### src/rtl/controlador_lavadora_pkg.sv
// Shared types and default configuration for the coin-operated washer/dryer controller.
package controlador_lavadora_pkg;

  typedef enum logic [1:0] {
    IDLE  = 2'd0,
    EVAL  = 2'd1,
    RUN   = 2'd2,
    INSUF = 2'd3
  } state_t;

  typedef enum logic [1:0] {
    NONE = 2'd0,
    SEC  = 2'd1,
    LAV  = 2'd2,
    PES  = 2'd3
  } prog_t;

  localparam int DEF_CREDIT_W = 4;
  localparam int DEF_PRICE_SEC = 3;
  localparam int DEF_PRICE_LAV = 4;
  localparam int DEF_PRICE_PES = 9;
  localparam int DEF_T_SEC = 30;
  localparam int DEF_T_LAV = 30;
  localparam int DEF_T_PES = 30;
  localparam int DEF_T_INS = 10;
  localparam int DEF_TIMER_W = 16;

endpackage

### src/rtl/controlador_lavadora_temporizador.sv
// Loadable down-counter shared by the program and insufficient-payment phases.
module temporizador #(
  parameter int TIMER_W = 16
) (
  input  logic               clk,
  input  logic               reset,
  input  logic               load,
  input  logic [TIMER_W-1:0] load_val,
  input  logic               dec,
  output logic [TIMER_W-1:0] value,
  output logic               done
);

  logic [TIMER_W-1:0] count_r;

  // Load wins over decrement; the count parks at zero rather than wrapping.
  always_ff @(posedge clk or negedge reset) begin
    if (!reset) begin
      count_r <= {TIMER_W{1'b0}};
    end else if (load) begin
      count_r <= load_val;
    end else if (dec && (count_r != {TIMER_W{1'b0}})) begin
      count_r <= count_r - TIMER_W'(1);
    end else begin
      count_r <= count_r;
    end
  end

  assign value = count_r;
  assign done  = (count_r == TIMER_W'(1));

endmodule

### src/rtl/controlador_lavadora_param.sv
// Coin credit, program selection and timed program/insufficient outputs.
// Optional best-fit selection with change output is enabled by defining CHANGE_EN.
module controlador_lavadora_param
  import controlador_lavadora_pkg::*;
#(
  parameter int CREDIT_W  = DEF_CREDIT_W,
  parameter int PRICE_SEC = DEF_PRICE_SEC,
  parameter int PRICE_LAV = DEF_PRICE_LAV,
  parameter int PRICE_PES = DEF_PRICE_PES,
  parameter int T_SEC     = DEF_T_SEC,
  parameter int T_LAV     = DEF_T_LAV,
  parameter int T_PES     = DEF_T_PES,
  parameter int T_INS     = DEF_T_INS,
  parameter int TIMER_W   = DEF_TIMER_W
) (
  input  logic                clk,
  input  logic                reset,
  input  logic                INTRO_MONEDAS,
  input  logic                FINALIZAR_PAGO,
  output logic                SECADO,
  output logic                LAVADO,
  output logic                LAVADO_PESADO,
  output logic                INSUFICIENTE,
  output logic                BUSY,
  output logic [CREDIT_W-1:0] CREDITO,
  output logic [CREDIT_W-1:0] CAMBIO,
  output logic                CAMBIO_VALID
);

  localparam logic [CREDIT_W-1:0] P_SEC      = CREDIT_W'(PRICE_SEC);
  localparam logic [CREDIT_W-1:0] P_LAV      = CREDIT_W'(PRICE_LAV);
  localparam logic [CREDIT_W-1:0] P_PES      = CREDIT_W'(PRICE_PES);
  localparam logic [CREDIT_W-1:0] CREDIT_MAX = {CREDIT_W{1'b1}};
  localparam logic [TIMER_W-1:0]  D_SEC      = TIMER_W'(T_SEC);
  localparam logic [TIMER_W-1:0]  D_LAV      = TIMER_W'(T_LAV);
  localparam logic [TIMER_W-1:0]  D_PES      = TIMER_W'(T_PES);
  localparam logic [TIMER_W-1:0]  D_INS      = TIMER_W'(T_INS);

  state_t              state_r, state_nx_s;
  prog_t               prog_r, prog_nx_s, sel_s;
  logic [CREDIT_W-1:0] credit_r, credit_nx_s;
  logic                coin_prev_r, coin_edge_s;
  logic                sec_r, lav_r, pes_r, ins_r, ins_nx_s, busy_r;
  logic [TIMER_W-1:0]  dur_s, timer_val_s;
  logic                load_s, dec_s, timer_done_s, expire_s;

  assign coin_edge_s = INTRO_MONEDAS & ~coin_prev_r;
  assign load_s      = (state_r == EVAL);
  assign dec_s       = (state_r == RUN) || (state_r == INSUF);
  // A zero count is treated as expiry so a corrupted timer cannot stall the machine.
  assign expire_s    = timer_done_s || (timer_val_s == {TIMER_W{1'b0}});

  temporizador #(.TIMER_W(TIMER_W)) u_temporizador (
    .clk      (clk),
    .reset    (reset),
    .load     (load_s),
    .load_val (dur_s),
    .dec      (dec_s),
    .value    (timer_val_s),
    .done     (timer_done_s)
  );

  // Program chosen from the current credit, and the duration it runs for.
  always_comb begin
    sel_s = NONE;
`ifdef CHANGE_EN
    if (credit_r >= P_PES) sel_s = PES;
    else if (credit_r >= P_LAV) sel_s = LAV;
    else if (credit_r >= P_SEC) sel_s = SEC;
    else sel_s = NONE;
`else
    if (credit_r == P_PES) sel_s = PES;
    else if (credit_r == P_LAV) sel_s = LAV;
    else if (credit_r == P_SEC) sel_s = SEC;
    else sel_s = NONE;
`endif
    case (sel_s)
      SEC:     dur_s = D_SEC;
      LAV:     dur_s = D_LAV;
      PES:     dur_s = D_PES;
      default: dur_s = D_INS;
    endcase
  end

  // Next-state, credit and output-request logic.
  always_comb begin
    state_nx_s  = state_r;
    credit_nx_s = credit_r;
    prog_nx_s   = prog_r;
    ins_nx_s    = ins_r;
    case (state_r)
      IDLE: begin
        if (coin_edge_s) begin
          credit_nx_s = (credit_r == CREDIT_MAX) ? credit_r : credit_r + CREDIT_W'(1);
        end else if (FINALIZAR_PAGO) begin
          state_nx_s = EVAL;
        end else begin
          state_nx_s = IDLE;
        end
      end
      EVAL: begin
        if (sel_s != NONE) begin
          state_nx_s = RUN;
          prog_nx_s  = sel_s;
        end else begin
          state_nx_s = INSUF;
          ins_nx_s   = 1'b1;
        end
      end
      RUN: begin
        if (expire_s) begin
          state_nx_s  = IDLE;
          prog_nx_s   = NONE;
          credit_nx_s = {CREDIT_W{1'b0}};
        end else begin
          state_nx_s = RUN;
        end
      end
      INSUF: begin
        if (expire_s) begin
          state_nx_s = IDLE;
          ins_nx_s   = 1'b0;
        end else begin
          state_nx_s = INSUF;
        end
      end
      default: begin
        state_nx_s = IDLE;
        prog_nx_s  = NONE;
        ins_nx_s   = 1'b0;
      end
    endcase
  end

  // State, credit and registered outputs.
  always_ff @(posedge clk or negedge reset) begin
    if (!reset) begin
      state_r     <= IDLE;
      prog_r      <= NONE;
      credit_r    <= {CREDIT_W{1'b0}};
      coin_prev_r <= 1'b0;
      sec_r       <= 1'b0;
      lav_r       <= 1'b0;
      pes_r       <= 1'b0;
      ins_r       <= 1'b0;
      busy_r      <= 1'b0;
    end else begin
      state_r     <= state_nx_s;
      prog_r      <= prog_nx_s;
      credit_r    <= credit_nx_s;
      coin_prev_r <= INTRO_MONEDAS;
      sec_r       <= (prog_nx_s == SEC);
      lav_r       <= (prog_nx_s == LAV);
      pes_r       <= (prog_nx_s == PES);
      ins_r       <= ins_nx_s;
      busy_r      <= (state_nx_s != IDLE);
    end
  end

`ifdef CHANGE_EN
  logic [CREDIT_W-1:0] price_s, cambio_r;
  logic                cambio_valid_r;

  // Price of the program picked by the best-fit selector.
  always_comb begin
    case (sel_s)
      SEC:     price_s = P_SEC;
      LAV:     price_s = P_LAV;
      PES:     price_s = P_PES;
      default: price_s = {CREDIT_W{1'b0}};
    endcase
  end

  // Change is strobed once, on the edge that enters RUN.
  always_ff @(posedge clk or negedge reset) begin
    if (!reset) begin
      cambio_r       <= {CREDIT_W{1'b0}};
      cambio_valid_r <= 1'b0;
    end else if ((state_r == EVAL) && (sel_s != NONE)) begin
      cambio_r       <= credit_r - price_s;
      cambio_valid_r <= 1'b1;
    end else begin
      cambio_r       <= {CREDIT_W{1'b0}};
      cambio_valid_r <= 1'b0;
    end
  end

  assign CAMBIO       = cambio_r;
  assign CAMBIO_VALID = cambio_valid_r;
`else
  assign CAMBIO       = {CREDIT_W{1'b0}};
  assign CAMBIO_VALID = 1'b0;
`endif

  assign SECADO        = sec_r;
  assign LAVADO        = lav_r;
  assign LAVADO_PESADO = pes_r;
  assign INSUFICIENTE  = ins_r;
  assign BUSY          = busy_r;
  assign CREDITO       = credit_r;

endmodule

### config.mk
export PLATFORM = sky130hd
export DESIGN_NAME = controlador_lavadora_param
export DESIGN_NICKNAME = d
export VERILOG_FILES = /design/src/rtl/controlador_lavadora_pkg.sv /design/src/rtl/controlador_lavadora_temporizador.sv /design/src/rtl/controlador_lavadora_param.sv
export SDC_FILE = /design/constraint.sdc
export NUM_CORES = 1
export LEC_CHECK = 0
export BUFFER_PORTS_ARGS = -buffer_cell sky130_fd_sc_hd__buf_2
export CORE_MARGIN = 2
export CORE_UTILIZATION = 55
export CTS_CLUSTER_DIAMETER = 40
export CTS_CLUSTER_SIZE = 40
export DETAILED_ROUTE_END_ITERATION = 10
export PLACE_DENSITY = 0.75
export SETUP_SLACK_MARGIN = 0.3
export SLEW_MARGIN = 5
export SYNTH_ARGS = -nofsm -noshare
export SYNTH_HDL_FRONTEND = slang
export SYNTH_HIERARCHICAL = 1
export SYNTH_SLANG_ARGS = --single-unit
### constraint.sdc
create_clock -name clk -period 3.75 [get_ports clk]
set_input_delay 0.75 -clock clk [delete_from_list [all_inputs] [get_ports clk]]
set_output_delay 0.75 -clock clk [all_outputs]
set_load 0.1 [all_outputs]
==> out/qor.csv <==
metric;value;unit
status;completed;
Die Height;64.8;um
async set or reset register ratio after synthesis;1.00;
Critical Path Stages;8;
CP Cell Sequence;inv_1 -> ha_1 -> inv_1 -> nand2_1 -> or4bb_1 -> or4_1 -> a221oi_1 -> a21oi_1;
EDFF count, synth;0;
RSZ-0062 raised after global routing;no;
count of cell types in the netlist;56;
total die area;4200;um2
slowest cell delay on critical path;0.59;ns
DRT iter0 DRCs;202;
Clock Tree Buf Depth;2;
clock slew at the register clock pins of the worst setup and hold paths;0.07;ns
endpoints failing setup;0;
die width;64.8;um
GP Congestion;0.804;
detailed-route via count;1762;
Worst EP required;3.90;ns
MaxCap Viol Count;0;
Placement Setup Slack;1.04;ns
initial antenna violation count;0;
Max Slew Vio Count;0;
worst r2r path cells;8;
Power Density;474;nW/um2
Root Driver;clkbuf_8;
Max Clk Rate;0.366;GHz
placed cell count;296;
M1 WL;1940;um
Final Util;0.619;
critical-path maximum fanout;9;
number of global-route vias before repair;1644;
mean post-synth cell area;8.77;um2
Post-Syn Area;2040;um2
DR WL met3;223;um
synth warn;6;
DR pass1 iterations;4;
fin worst setup slack;1.02;ns
crit path kind;reg -> reg;
share of layout cells above drive strength 1;0.117;
WP data arrival;2.88;ns
sequential element share of the synthesized area;0.369;
crit end category;flop;
most frequent cells in the layout;dfrtp_1 (30), nor2_1 (22), inv_1 (19), conb_1 (19), nand2_1 (15);
post-cts sizing count;0;
Design Area, Final;2230;um2
Slew HR;0.546;
Slew @ Worst Pin;0.681;ns
largest net degree at the start of global routing;31;
Layout Cells excl Fill;304;
P&R area growth vs syn;9.65;%
worst skew pair latency;0.29;ns
Remaining Overflow, GRT;0;
cts bufs inserted;5;
CTS sink cnt;30;
diodes inserted;0;
CP max-delay cell;or4bb_1;
worst vdd ir;0.180;mV
top routing layer in use;met4;
Final Cycle Share;0.728;
Buf/Inv on CP;2;
global-route wire length before repair;7450;um
leakage;0.935;nW
Routed wire per std cell;14.5;um
gr usage total;0.231;
post-CTS setup buffers;0;
WHS;0.499;ns
number of fill cells in the layout;320;
total core area;3610;um2
routed vias/inst;5.80;
Post-DP Area;2140;um2
cell count after synthesis;232;
I/O pin cnt;18;
CTS Hold Bufs;0;
DRT antenna net count;0;
setup_tns;0;ns
final WL;4410;um
commonest non-fill, non-tap cell in the layout;dfrtp_1;
clock skew;0.00640;ns
Initial Util;0.565;
Final #Nets;269;
row cnt;22;
CTS tree;built;
PortBufs;12;
kind of start point of the critical path;flop;
Pwr Total;1.06;mW
H-tree depth reported by CTS;2;
most used cell, CP;inv_1;
Worst Hold Class;in -> async;
estimated wirelength of the detail-placed design;3080;um
CP delay by family, top;simple AND/OR/NAND/NOR gates;
met2 wire length;2160;um
fin crit period;2.73;ns
DRC violations left;0;
Seq cells post-synth;30;
final hold violation count;0;
ys flop type;dfrtp_1;
[per-layer routing]
layer  global-route usage  vias to the layer above
met1                0.290                      831
met3               0.0417                        8
met2                0.387                       45
li1                     -                      878
met4                0.106                        0
met5                    0                        -
[flip-flops by register name (all words and copies together), names as in the netlist]
register              flops
BUSY                      1
CREDITO                   4
state_r                   2
INSUFICIENTE              1
LAVADO_PESADO             1
LAVADO                    1
coin_prev_r               1
u_temporizador/value     16
SECADO                    1
prog_r                    2
[final timing paths]
kind                            start                  endpoint  slack [ns]
setup / recovery           state_r[0]  u_temporizador/value[10]        1.02
hold / removal                  reset                state_r[1]        0.50
setup reg to reg           state_r[0]  u_temporizador/value[10]        1.02
hold reg to reg             prog_r[0]                 prog_r[0]        0.52
max in group asynchronous       reset                 prog_r[0]        2.81
min in group clk            prog_r[0]                 prog_r[0]        0.52
[cell type report]
class / count / area (um2) / share of cell area
flip-flops and latches: 30 / 751 / 0.336
repair buffers: 13 / 67.6 / 0.0303
inverters: 19 / 71.3 / 0.0320
well taps: 48 / 60.1 / 0.0269
clock buffers: 7 / 86.3 / 0.0387
clock inverters: 1 / 5.00 / 0.00224
multi-input cells: 186 / 1190 / 0.534
[power breakdown]
part           leakage, nW  internal [mW]  switching [mW]
Clock               0.0482          0.148           0.124
Sequential           0.359          0.386           0.105
Combinational        0.528          0.114           0.181
Total                0.935          0.648           0.410
[kinds of logic after synthesis]
| group | after synthesis | synth area share |
|---|---|---|
| XOR/XNOR | 1 | 0.00430 |
| other | 2 | 0.00369 |
| flip-flops | 30 | 0.369 |
| multiplexers | 5 | 0.0246 |
| AO/OA/AOI/OAI | 63 | 0.216 |
| adder cells (fa/ha/maj) | 10 | 0.0615 |
| AND/OR/NAND/NOR | 88 | 0.243 |
| buffers and inverters | 33 | 0.0774 |
[cell usage after synthesis, types with 3 or more instances]
cell type	count	area, um2
a21o_1	3	22.5
a21oi_1	10	50.1
a31oi_1	8	50.1
buf_4	6	45.0
clkbuf_1	6	22.5
dfrtp_1	30	751
ha_1	10	125
inv_1	19	71.3
mux2i_1	5	50.1
nand2_1	15	56.3
nand2b_1	3	18.8
nand3_1	7	35.0
nand3b_1	3	22.5
nor2_1	22	82.6
nor3_1	6	30.0
nor4_1	7	43.8
o21ai_0	14	70.1
o22ai_1	3	18.8
o311ai_0	3	26.3
or3_1	3	18.8
or4_1	4	30.0
or4_4	3	33.8
No activity file was read; power rests on OpenSTA's default activity.
